<file path="config.mk">
export PLATFORM = sky130hd
export DESIGN_NAME = melody_writer
export DESIGN_NICKNAME = d
export VERILOG_FILES = /design/src/rtl/melody_writer.sv
export SDC_FILE = /design/constraint.sdc
export NUM_CORES = 1
export LEC_CHECK = 0
export CORE_MARGIN = 2
export CORE_UTILIZATION = 55
export CTS_CLUSTER_SIZE = 24
export DETAILED_ROUTE_END_ITERATION = 12
export GPL_TIMING_DRIVEN = 1
export PLACE_DENSITY_LB_ADDON = 0.15
export SETUP_SLACK_MARGIN = 0.1
export SYNTH_ARGS = -nofsm -noshare
export SYNTH_HDL_FRONTEND = slang
export SYNTH_SLANG_ARGS = --single-unit
export TNS_END_PERCENT = 30
</file>
<file path="constraint.sdc">
create_clock -name clk -period 7.6 [get_ports clk]
set_input_delay 0.76 -clock clk [delete_from_list [all_inputs] [get_ports clk]]
set_output_delay 0.76 -clock clk [all_outputs]
set_load 0.01 [all_outputs]
</file>
<file path="src/rtl/melody_writer.sv">
// Melody producer for the game's load interface: builds an 8-note pseudo-random melody
// from a free-running Galois LFSR, writes it as one 32-bit word, then starts the round.
module melody_writer #(
    parameter int          NUM_NOTES = 8,
    parameter logic [15:0] SEED      = 16'hACE1,
    parameter int          START_GAP = 4,
    parameter bit          NO_REPEAT = 1'b1
) (
    input  logic        clk,
    input  logic        reset,
    input  logic        new_game,
    input  logic        game_end,
    input  logic        seed_load,
    input  logic [15:0] seed_in,
    output logic [31:0] data_out,
    output logic        write_enable,
    output logic        game_start,
    output logic        busy,
    output logic [7:0]  round_count
);

    localparam logic [15:0] LFSR_MASK = 16'hB400;
    localparam logic [2:0]  LAST_IDX  = 3'(NUM_NOTES - 1);
    // Terminal GAP count; only meaningful when START_GAP >= 2.
    localparam logic [7:0]  GAP_LAST  = 8'(START_GAP - 2);

    typedef enum logic [2:0] {
        IDLE,
        GEN,
        WRITE,
        GAP,
        START,
        PLAY,
        DONE
    } state_t;

    state_t      state;
    logic [15:0] lfsr;
    logic [2:0]  idx;
    logic [2:0]  prev_note;
    logic [31:0] shadow;
    logic [7:0]  gap_cnt;
    logic        game_end_q;

    logic [2:0]  candidate;
    logic        reject;

    assign candidate = lfsr[2:0];
    assign reject    = NO_REPEAT && (idx != 3'd0) && (candidate == prev_note);

    // Free-running generator; a zero seed would lock the LFSR, so it maps to SEED.
    always_ff @(posedge clk or posedge reset) begin
        if (reset) begin
            lfsr <= SEED;
        end else if (seed_load) begin
            lfsr <= (seed_in == 16'h0000) ? SEED : seed_in;
        end else begin
            lfsr <= {1'b0, lfsr[15:1]} ^ (lfsr[0] ? LFSR_MASK : 16'h0000);
        end
    end

    always_ff @(posedge clk or posedge reset) begin
        if (reset) begin
            state        <= IDLE;
            idx          <= 3'd0;
            prev_note    <= 3'd0;
            shadow       <= 32'h0;
            gap_cnt      <= 8'd0;
            game_end_q   <= 1'b0;
            data_out     <= 32'h0;
            write_enable <= 1'b0;
            game_start   <= 1'b0;
            busy         <= 1'b0;
            round_count  <= 8'd0;
        end else begin
            // NOTE: pulse outputs default low here so every state only has to raise them.
            write_enable <= 1'b0;
            game_start   <= 1'b0;
            // Sampled in every state so a level already high at PLAY entry is not an edge.
            game_end_q   <= game_end;

            case (state)
                IDLE, DONE: begin
                    if (new_game) begin
                        state  <= GEN;
                        idx    <= 3'd0;
                        shadow <= 32'h0;
                        busy   <= 1'b1;
                    end
                end
                GEN: begin
                    if (!reject) begin
                        shadow[{idx, 2'b00} +: 3] <= candidate;
                        prev_note <= candidate;
                        if (idx == LAST_IDX) begin
                            state <= WRITE;
                        end else begin
                            idx <= idx + 3'd1;
                        end
                    end
                end
                WRITE: begin
                    data_out     <= shadow;
                    write_enable <= 1'b1;
                    gap_cnt      <= 8'd0;
                    state        <= (START_GAP > 1) ? GAP : START;
                end
                GAP: begin
                    if (gap_cnt == GAP_LAST) begin
                        state <= START;
                    end else begin
                        gap_cnt <= gap_cnt + 8'd1;
                    end
                end
                START: begin
                    game_start <= 1'b1;
                    state      <= PLAY;
                end
                PLAY: begin
                    if (game_end && !game_end_q) begin
                        state <= DONE;
                        busy  <= 1'b0;
                        if (round_count != 8'hFF) begin
                            round_count <= round_count + 8'd1;
                        end
                    end
                end
                default: begin
                    state <= IDLE;
                    busy  <= 1'b0;
                end
            endcase
        end
    end

endmodule

</file>
==> results of run 1 <==
## cells by family (layout without fill, tap and decap cells)
kind of cell / Yosys count / in the layout / synth area share
flops: 93 / 93 / 0.536
fa+ha+maj: 8 / 8 / 0.0230
buf+inv: 37 / 83 / 0.0425
simple gates: 113 / 113 / 0.139
xor+xnor: 13 / 13 / 0.0261
other cells: 1 / 8 / 0.000860
compound gates: 79 / 79 / 0.141
mux: 36 / 36 / 0.0918
## flip-flops by register name (all words and copies together) (netlist names), 3 cells and up
name         cells
gap_cnt          8
shadow          24
idx              3
data_out        24
lfsr            16
round_count      8
prev_note        3
state            3
## cell type report
cell class,count,share of cell area
Multi-Input combinational cell,257,0.362
Clock inverter,6,0.0182
Sequential cell,93,0.454
Inverter,11,0.00826
Tap cell,102,0.0248
Timing Repair Buffer,56,0.108
Clock buffer,10,0.0248
## cell usage after synthesis (3+ instances only)
cell type	count
o31ai_1	3
inv_1	11
nor2_1	17
dfstp_2	8
o22ai_1	4
o2bb2ai_1	18
and2_1	5
o21ai_0	17
buf_1	3
dfrtp_1	85
and3_1	5
nand4_1	5
o22a_1	8
mux2i_1	4
a22o_1	3
buf_2	7
mux2_2	32
nor3_1	8
nor4_1	5
nor2b_1	6
xor2_1	6
buf_4	10
a32oi_1	9
nand2b_1	3
ha_1	8
xnor2_1	7
nand2_1	32
clkbuf_1	6
a21oi_1	4
a32o_1	4
nand3_1	14
## layout by cell type, fill, tap and decap left out, types with 9 or more instances in the layout
cell type | synthesis | final
a32oi_1 | 9 | 9
o21ai_0 | 17 | 17
nand3_1 | 14 | 14
nand2_1 | 32 | 32
clkbuf_8 | 0 | 9
clkdlybuf4s50_1 | 0 | 55
dfrtp_1 | 85 | 85
mux2_2 | 32 | 32
nor2_1 | 17 | 17
inv_1 | 11 | 10
o2bb2ai_1 | 18 | 18
## routing by layer
layer | up-vias | part of all wire | GRT usage
met2 | 75 | 0.49 | 0.335
met1 | 1555 | 0.45 | 0.299
li1 | 1466 | - | -
met4 | 0 | 0.013 | 0.0576
met5 | - | 0 | 0
met3 | 8 | 0.045 | 0.0580
## final timing paths
| kind | startpoint | endpoint | slack [ps] | cells past startpoint |
|---|---|---|---|---|
| worst max-delay path | idx[0] | shadow[26] | 5160 | 7 |
| worst min-delay path | lfsr[9] | lfsr[8] | 490 | 1 |
| worst max register to register | idx[0] | shadow[26] | 5160 | 7 |
| worst min register to register | lfsr[9] | lfsr[8] | 490 | 1 |
| max in group asynchronous | reset | data_out[0] | 5710 | 3 |
| min in group asynchronous | reset | round_count[0] | 710 | 2 |
## power groups by stage
stage / Sequential, mW / Combinational (mW) / Clock [mW]
global placement: 0.748 / 0.727 / 0
CTS: 0.745 / 0.759 / 0.371
finish: 0.745 / 0.757 / 0.360
global route: 0.765 / 0.835 / 0.390
floorplan: 0.738 / 0.528 / 0
detailed placement: 0.753 / 0.750 / 0
## metrics by stage
stage / instances / total power, mW / cell area [um^2] / hold slack (ps)
floorplan: 387 / 1.27 / 4390 / 450
global placement: 519 / 1.48 / 4930 / 459
CTS: 535 / 1.87 / 5150 / 495
finish: 535 / 1.86 / 5150 / 486
detailed placement: 519 / 1.50 / 4930 / 472
global route: 535 / 1.99 / 5150 / 516
==> results.ini, run 1 <==
[clock_tree]
htree_num_levels=3
clockBufferDepth=2
clock-sinks=93
post-cts-setup-buffer-count=0
hold_buffers=0
cts_root_buf=clkbuf_8
cts_inserted_buffers=9
clk_latency_ps=350
cts_tree=yes
cts-resized-gates=0
clk_pin_slew_ps=90

[logic_synthesis]
synth_area_leader_cell=dfrtp_1
synth-seq-cells=93
synth_ff_type=dfrtp_1
yosys.area.top_type_share=0.488
yosysSeqAreaShare=0.536
ys_warn_count=0
synth.distinct_cells=51
synthCells=380
synth-edff-count=0
avgSynthCellArea_um2=11.5
synth_area_leaders=dfrtp_1 49%, mux2_2 8.3%, dfstp_2 4.8%, o2bb2ai_1 3.6%, nand2_1 2.8%
synth_async_sr_flop_share=1.00
syn_area_um2=4360

[floorplan]
fp-row-count=32
die-area_um2=8660
initial_utilization=0.567
core_um2=7690
die_y_um=93.0
die-width_um=93.0
design.portCount=64

[run_status]
outcome=finished, final reports clean

[global_route]
first_global_vias=2901
globalRouteOverflowTotal=0
grt_pass1_wl_um=14500
grtUsageTotal=0.214
antenna_found_initial=0
grt_max_degree=70

[finish]
drive_gt1_frac=0.152
antenna_cells=0
multi_input_area_um2=1860
final_core_util=0.670
syn_to_final_growth_pct=18.1
nets=457
nFillCells=618
regArea_um2=2340

[setup_path]
cp_cell_sequence=inv_1 > ha_1 > ha_1 > inv_1 > nand4_1 > a32oi_1 > o2bb2ai_1
worst_path_largest_cell_delay_ps=680
cp_top_family=simple AND/OR/NAND/NOR gates
crit_buf_inv=2
worstSetupPathType=reg -> reg
worst_ep_required_time_ps=7840
crit_fanout=20
slowest_stage=nand4_1
arrival_ps=2680
endpoint_kind=flip-flop
cp-start-kind=flip-flop

[place]
dp_hpwl_um=5790
gp_congestion=0.897
dpl_worst_slack_ps=5120
port_buffers=55

[power]
power_density_nw_per_um2=361
p_switching_uw=700
p_int_mw=1.16
p_leak_nw=2.25
power_frac_clock=0.193
power_switching_share=0.376
combPwrFrac=0.406
seqPwrFrac=0.400
ir_drop_mv=0.197

[drt]
via_per_inst=5.80
wl_per_cell_um=16.1
vias=3104
first_pass_iters=4
drc=0
drt_iter0_markers=143
drt-total-wl_um=8600
ant_nets=0

[timing]
maxClockFrequency_mhz=409
finalCriticalPeriod_ps=2440
tightest_slew_ps=1200
worst_slack_ps=5160
slew_headroom=0.202
final-setup-viol-count=0
drv_slew=0
setup_tns_ps=0
timing_hold_violations_final=0
skew_ps=9.05
fin_crit_sh=0.321
rsz0062_at_grt=false

[job]
cap_violations=0

[min_path]
hp-class=reg -> reg

(Power assumes the default switching activity.)
==> inputs of run 2 (changes only) <==
Settings changed: CORE_UTILIZATION 55 to 49.
Clock period 7.6 ns to 2.1 ns, I/O delays scaled along.
==> run 2 against run 1 <==
  * Largest cell class unchanged
  * Sequential power grew to 3.5 times the previous value
  * Global-route usage is 2.1 points lower
  * Highest routed layer unchanged
  * First-iteration DRC count is 27% higher
==> results.ini, run 2 (same netlist as run 1, synthesis figures left out) <==
[run_status]
outcome=finished, final reports clean

[timing]
timing_hold_violations_final=0  ; unchanged
fin_crit_sh=0.902  ; +0.581
final-setup-viol-count=0  ; unchanged
maxClockFrequency_mhz=528  ; +29%
setup_tns_ps=0  ; unchanged
skew_ps=3.91  ; -5.14 ps
worst_slack_ps=205  ; -4950 ps
whs_ps=217  ; -269 ps
drv_slew=0  ; unchanged
rsz0062_at_grt=true
slew_headroom=0.656  ; +0.453
tightest_slew_ps=514  ; -681 ps
finalCriticalPeriod_ps=1890  ; -548 ps

[setup_path]
worstSetupStartpoint=idx[0]
arrival_ps=2140  ; -540 ps
worst_path_largest_cell_delay_ps=360  ; -320 ps
worst_ep_required_time_ps=2350  ; -5490 ps
r2r_start=idx[0]
worstSetupPathType=reg -> reg
cp_top_family=adder cells
crit_buf_inv=2  ; unchanged
rrSetupSlack_ps=210  ; -4950 ps
endpoint_kind=flip-flop
cp_cell_sequence=inv_1 > ha_2 > ha_1 > buf_4 > nor2b_1 > nand3_1 > a32oi_1 > o2bb2ai_1
slowest_stage=dfrtp_1
cp-start-kind=flip-flop
crit_fanout=10  ; -50%

[place]
dpl_worst_slack_ps=158  ; -4960 ps
dp_hpwl_um=6160  ; +6.3%
post-place-cells=540  ; +4.0%
gp_congestion=0.819  ; -8.8%
port_buffers=55  ; unchanged

[clock_tree]
cts_root_buf=clkbuf_8
cts_inserted_buffers=9  ; unchanged
htree_num_levels=3  ; unchanged
clock-sinks=93  ; unchanged
hold_buffers=0  ; unchanged
clockBufferDepth=2  ; unchanged
cts-resized-gates=0  ; unchanged
post-cts-setup-buffer-count=0  ; unchanged
clk_latency_ps=360  ; about the same
clk_pin_slew_ps=90  ; about the same
cts_tree=yes

[floorplan]
core_um2=8680  ; +13%
design.portCount=64  ; unchanged
die_y_um=98.3  ; +5.7%
die-area_um2=9670  ; +12%
die-width_um=98.3  ; +5.7%
initial_utilization=0.502  ; -0.0648
fp-row-count=34  ; +6.3%

[drt]
via_per_inst=5.63  ; -2.9%
drt-total-wl_um=8790  ; +2.2%
ant_nets=0  ; unchanged
wl_per_cell_um=15.8  ; -1.7%
drt_iter0_markers=181  ; +27%
drc=0  ; unchanged
vias=3131  ; +0.87%
first_pass_iters=4  ; unchanged

[global_route]
grtUsageTotal=0.193  ; -0.0211
antenna_found_initial=0  ; unchanged
grt_max_degree=43  ; -39%
globalRouteOverflowTotal=0  ; unchanged
first_global_vias=3137  ; +8.1%
grt_pass1_wl_um=15100  ; +4.2%

[finish]
nets=472  ; +3.3%
fin_cells=556  ; +3.9%
nFillCells=746  ; +21%
drive_gt1_frac=0.188  ; +0.0351
syn_to_final_growth_pct=22.2
final_cell_mix=85 x dfrtp_1, 55 x clkdlybuf4s50_1, 32 x mux2_2, 32 x nand2_1, 18 x o2bb2ai_1
antenna_cells=0  ; unchanged
final_core_util=0.614  ; -0.0563
final_common_cell=dfrtp_1
reg_top3=data_out: 24 flops, shadow: 24 flops, lfsr: 16 flops

[job]
cap_violations=0  ; unchanged

[min_path]
hp-class=in -> async

[power]
power_density_nw_per_um2=1300  ; +260%
ir_drop_mv=0.736  ; +270%
p_leak_nw=2.33  ; +3.5%

==> run 2: metrics by stage <==
step	cell area [um^2]	total power [mW]
2_1_floorplan	4390	4.58
3_3_place_gp	5090	5.51
3_5_place_dp	5090	5.62
4_1_cts	5320	6.97
5_1_grt	5330	7.43
6_report	5330	6.95
==> run 2: path summary, 6_finish.rpt <==
check                             end  cells after the start
min reg2reg                  lfsr[11]                      1
max in group asynchronous  shadow[16]                      3
min in group clk           game_end_q                      1
max reg2reg                shadow[24]                      8
min                           lfsr[8]                      2
max                        shadow[24]                      8
==> run 2: area by class of cell <==
class,count,area (um^2),share of cell area
Timing Repair Buffer,71,708,0.133
Clock inverter,5,83.8,0.0157
Sequential cell,93,2340,0.439
Multi-Input combinational cell,257,1880,0.352
Tap cell,108,135,0.0254
Inverter,11,45.0,0.00846
Clock buffer,11,141,0.0265
==> run 2: power by group <==
part           internal [mW]  switching [mW]
clock network          0.705           0.618
registers               2.29           0.338
logic                   1.39            1.61
==> run 2: worst reg2reg max path: stages (launching register included) <==
cell	delay [ps]
dfrtp_1	360
inv_1	70
ha_2	190
ha_1	340
buf_4	200
nor2b_1	160
nand3_1	160
a32oi_1	200
o2bb2ai_1	90
==> run 2: routing by layer <==
layer	share of wire	GRT usage	up-vias
met5	0	0	-
met1	0.47	0.262	1551
li1	-	-	1494
met2	0.47	0.307	76
met4	0.013	0.0727	0
met3	0.043	0.0415	10
==> inputs of run 3 (changes only) <==
Settings changed: ABC_AREA set to 1.
==> run 3 against run 2 <==
  * Via count increased by 14%
  * Flip-flop and latch count unchanged
  * Sequential share of layout area decreased by 0.39 points
  * Global-route usage decreased by 0.40 points
  * Clock skew increased by 6.3 ps
  * Routed wire length decreased by 0.30%
  * Final cell count increased by 28%
  * Largest power group unchanged
==> results.ini, run 3 <==
[run_status]
outcome=finished, final reports clean

[setup_path]
worst_ep_required_time_ps=2390  ; +40 ps
worstSetupStartpoint=idx[0]
endpoint_kind=flip-flop
rrSetupSlack_ps=190  ; about the same
arrival_ps=2200  ; +60 ps
worstSetupEndpoint=shadow[30]
cp-start-kind=flip-flop
crit_fanout=15  ; +5
r2r_start=idx[0]
worstSetupPathType=reg -> reg
reg2reg_to=shadow[30]
worstRegToRegCells=10  ; +2

[clock_tree]
cts_tree=yes
clock-sinks=93  ; unchanged
cts_inserted_buffers=9  ; unchanged
hold_buffers=0  ; unchanged
clk_pin_slew_ps=90  ; about the same
htree_num_levels=3  ; unchanged
clk_latency_ps=360  ; about the same
cts_root_buf=clkbuf_8
clockBufferDepth=2  ; unchanged

[floorplan]
die-area_um2=9830  ; +1.6%
core_um2=8760  ; +0.98%
die_y_um=99.1  ; +0.81%
fp-row-count=34  ; unchanged
die-width_um=99.1  ; +0.81%
design.portCount=64  ; unchanged
initial_utilization=0.506  ; +0.00355

[logic_synthesis]
synth_area_leader_cell=dfrtp_1
synth-edff-count=0  ; unchanged
synthCells=537  ; +41%
synth-seq-cells=93  ; unchanged
synth_commonest_cells=200 x nand2_1, 85 x dfrtp_1, 45 x inv_1
ys_warn_count=0  ; unchanged
synth_most_common_cell=nand2_1
synth_ff_type=dfrtp_1
avgSynthCellArea_um2=8.26  ; -28%
yosysSeqAreaShare=0.527  ; -0.00892
yosys.area.top_type_share=0.480  ; -0.00812
synth_async_sr_flop_share=1.00  ; unchanged
synth.distinct_cells=38  ; -25%
synth_area_leaders=dfrtp_1 48%, nand2_1 17%, nand3_1 4.9%, dfstp_2 4.7%, inv_1 3.8%
syn_area_um2=4430  ; +1.7%

[drt]
wl_met2_um=4160  ; +0.56%
wl_per_cell_um=12.3  ; -22%
drt-total-wl_um=8760  ; -0.30%
drc=0  ; unchanged
top_layer_used=met4
first_pass_iters=7  ; +3
drt_iter0_markers=167  ; -7.7%
via_per_inst=5.01  ; -11%
ant_nets=0  ; unchanged
vias=3570  ; +14%
wl_met3_um=319  ; -16%
met1_length_um=4150  ; about the same

[timing]
drv_slew=0  ; unchanged
worst_slack_ps=194  ; -10.9 ps
final-setup-viol-count=0  ; unchanged
whs_ps=313  ; +96.0 ps
timing_hold_violations_final=0  ; unchanged
setup_tns_ps=0  ; unchanged
finalCriticalPeriod_ps=1910  ; +10.9 ps
fin_crit_sh=0.908  ; +0.00520
skew_ps=10.3  ; +6.35 ps
maxClockFrequency_mhz=525  ; -0.57%
rsz0062_at_grt=false

[finish]
final_common_cell=nand2_1
final_cell_mix=200 x nand2_1, 85 x dfrtp_1, 55 x clkdlybuf4s50_1
nets=628  ; +33%
syn_to_final_growth_pct=21.2
stdcell_area_um2=5370  ; +0.89%
antenna_cells=0  ; unchanged
drive_gt1_frac=0.103  ; -0.0849
reg_top3=data_out: 24 flops, shadow: 24 flops, lfsr: 16 flops

[power]
p_leak_nw=2.78  ; +19%
power_mw=6.60  ; -5.0%
power_density_nw_per_um2=1230  ; -5.8%
ir_drop_mv=0.438  ; -40%

[global_route]
first_global_vias=3452  ; +10%
grt_max_degree=94  ; +120%
grtUsageTotal=0.189  ; -0.00402
antenna_found_initial=0  ; unchanged
grt_pass1_wl_um=15300  ; +1.4%
globalRouteOverflowTotal=0  ; unchanged

[place]
dp_hpwl_um=6060  ; -1.6%
gp_congestion=0.866  ; +5.8%
placedInstanceArea_um2=5100  ; +0.17%
dpl_worst_slack_ps=-189  ; -347 ps
port_buffers=55  ; unchanged

[min_path]
hp-class=in -> async

[job]
cap_violations=0  ; unchanged

run 3: how the worst min path moves through the flow:
stage | start | to | slack (ps) | cells past startpoint
6_report | reset | round_count[1] | 310 | 3
3_5_place_dp | lfsr[4] | lfsr[3] | 430 | 2
2_1_floorplan | game_end | game_end_q | 240 | 0
5_1_grt | game_end | game_end_q | 310 | 1
4_1_cts | game_end | game_end_q | 320 | 1
3_3_place_gp | lfsr[9] | lfsr[8] | 430 | 2
run 3: power breakdown:
part,internal [mW],switching [mW]
registers,2.23,0.273
clock network,0.671,0.613
logic,1.13,1.69
total,4.03,2.57
run 3: area by class of cell:
cell class / instances / area, um^2
Clock buffer: 10 / 128
Fill cell: 808 / 3390
Sequential cell: 93 / 2340
Timing Repair Buffer: 68 / 661
Clock inverter: 6 / 88.8
Tap cell: 108 / 135
Multi-Input combinational cell: 376 / 1830
Inverter: 51 / 195
run 3: critical path, cell delays in order, from the launching register on:
cell and delay, ps:
dfrtp_1 390, inv_1 120, ha_1 200, ha_1 160
inv_1 50, nand2_1 100, nor2_4 70, buf_4 150
a21oi_4 380, nand3_1 130, nand2_1 90
run 3: per-stage QoR:
stage,utilization,instances
after floorplan,-,544
after global placement,0.582,694
after detailed placement,0.582,694
after CTS,0.608,710
after global routing,0.613,712
final,0.613,712
run 3: cell families (layout without fill, tap and decap cells):
logic type                 after synthesis  after routing  synth area share
AOI/OAI and AO/OA                       36             37            0.0477
xor gates and xnor gates                11             11            0.0217
adders and majority gates                8              8            0.0226
buffers and inverters                   76            135            0.0779
DFF                                     93             93             0.527
other                                    1              8          0.000846
and+or+nand+nor                        312            312             0.302
run 3: layer usage:
layer	vias to the layer above	track usage
li1	1809	-
met1	1665	0.252
met2	83	0.311
met3	13	0.0316
met4	0	0.0717
met5	-	0
run 3: repair_timing:
action,in CTS,in global routing
buffers inserted,0,1
pin swaps,0,2
resized for setup,2,7
gates cloned,0,1
endpoints found under the hold margin,0,0
endpoints found under the setup margin,27,32
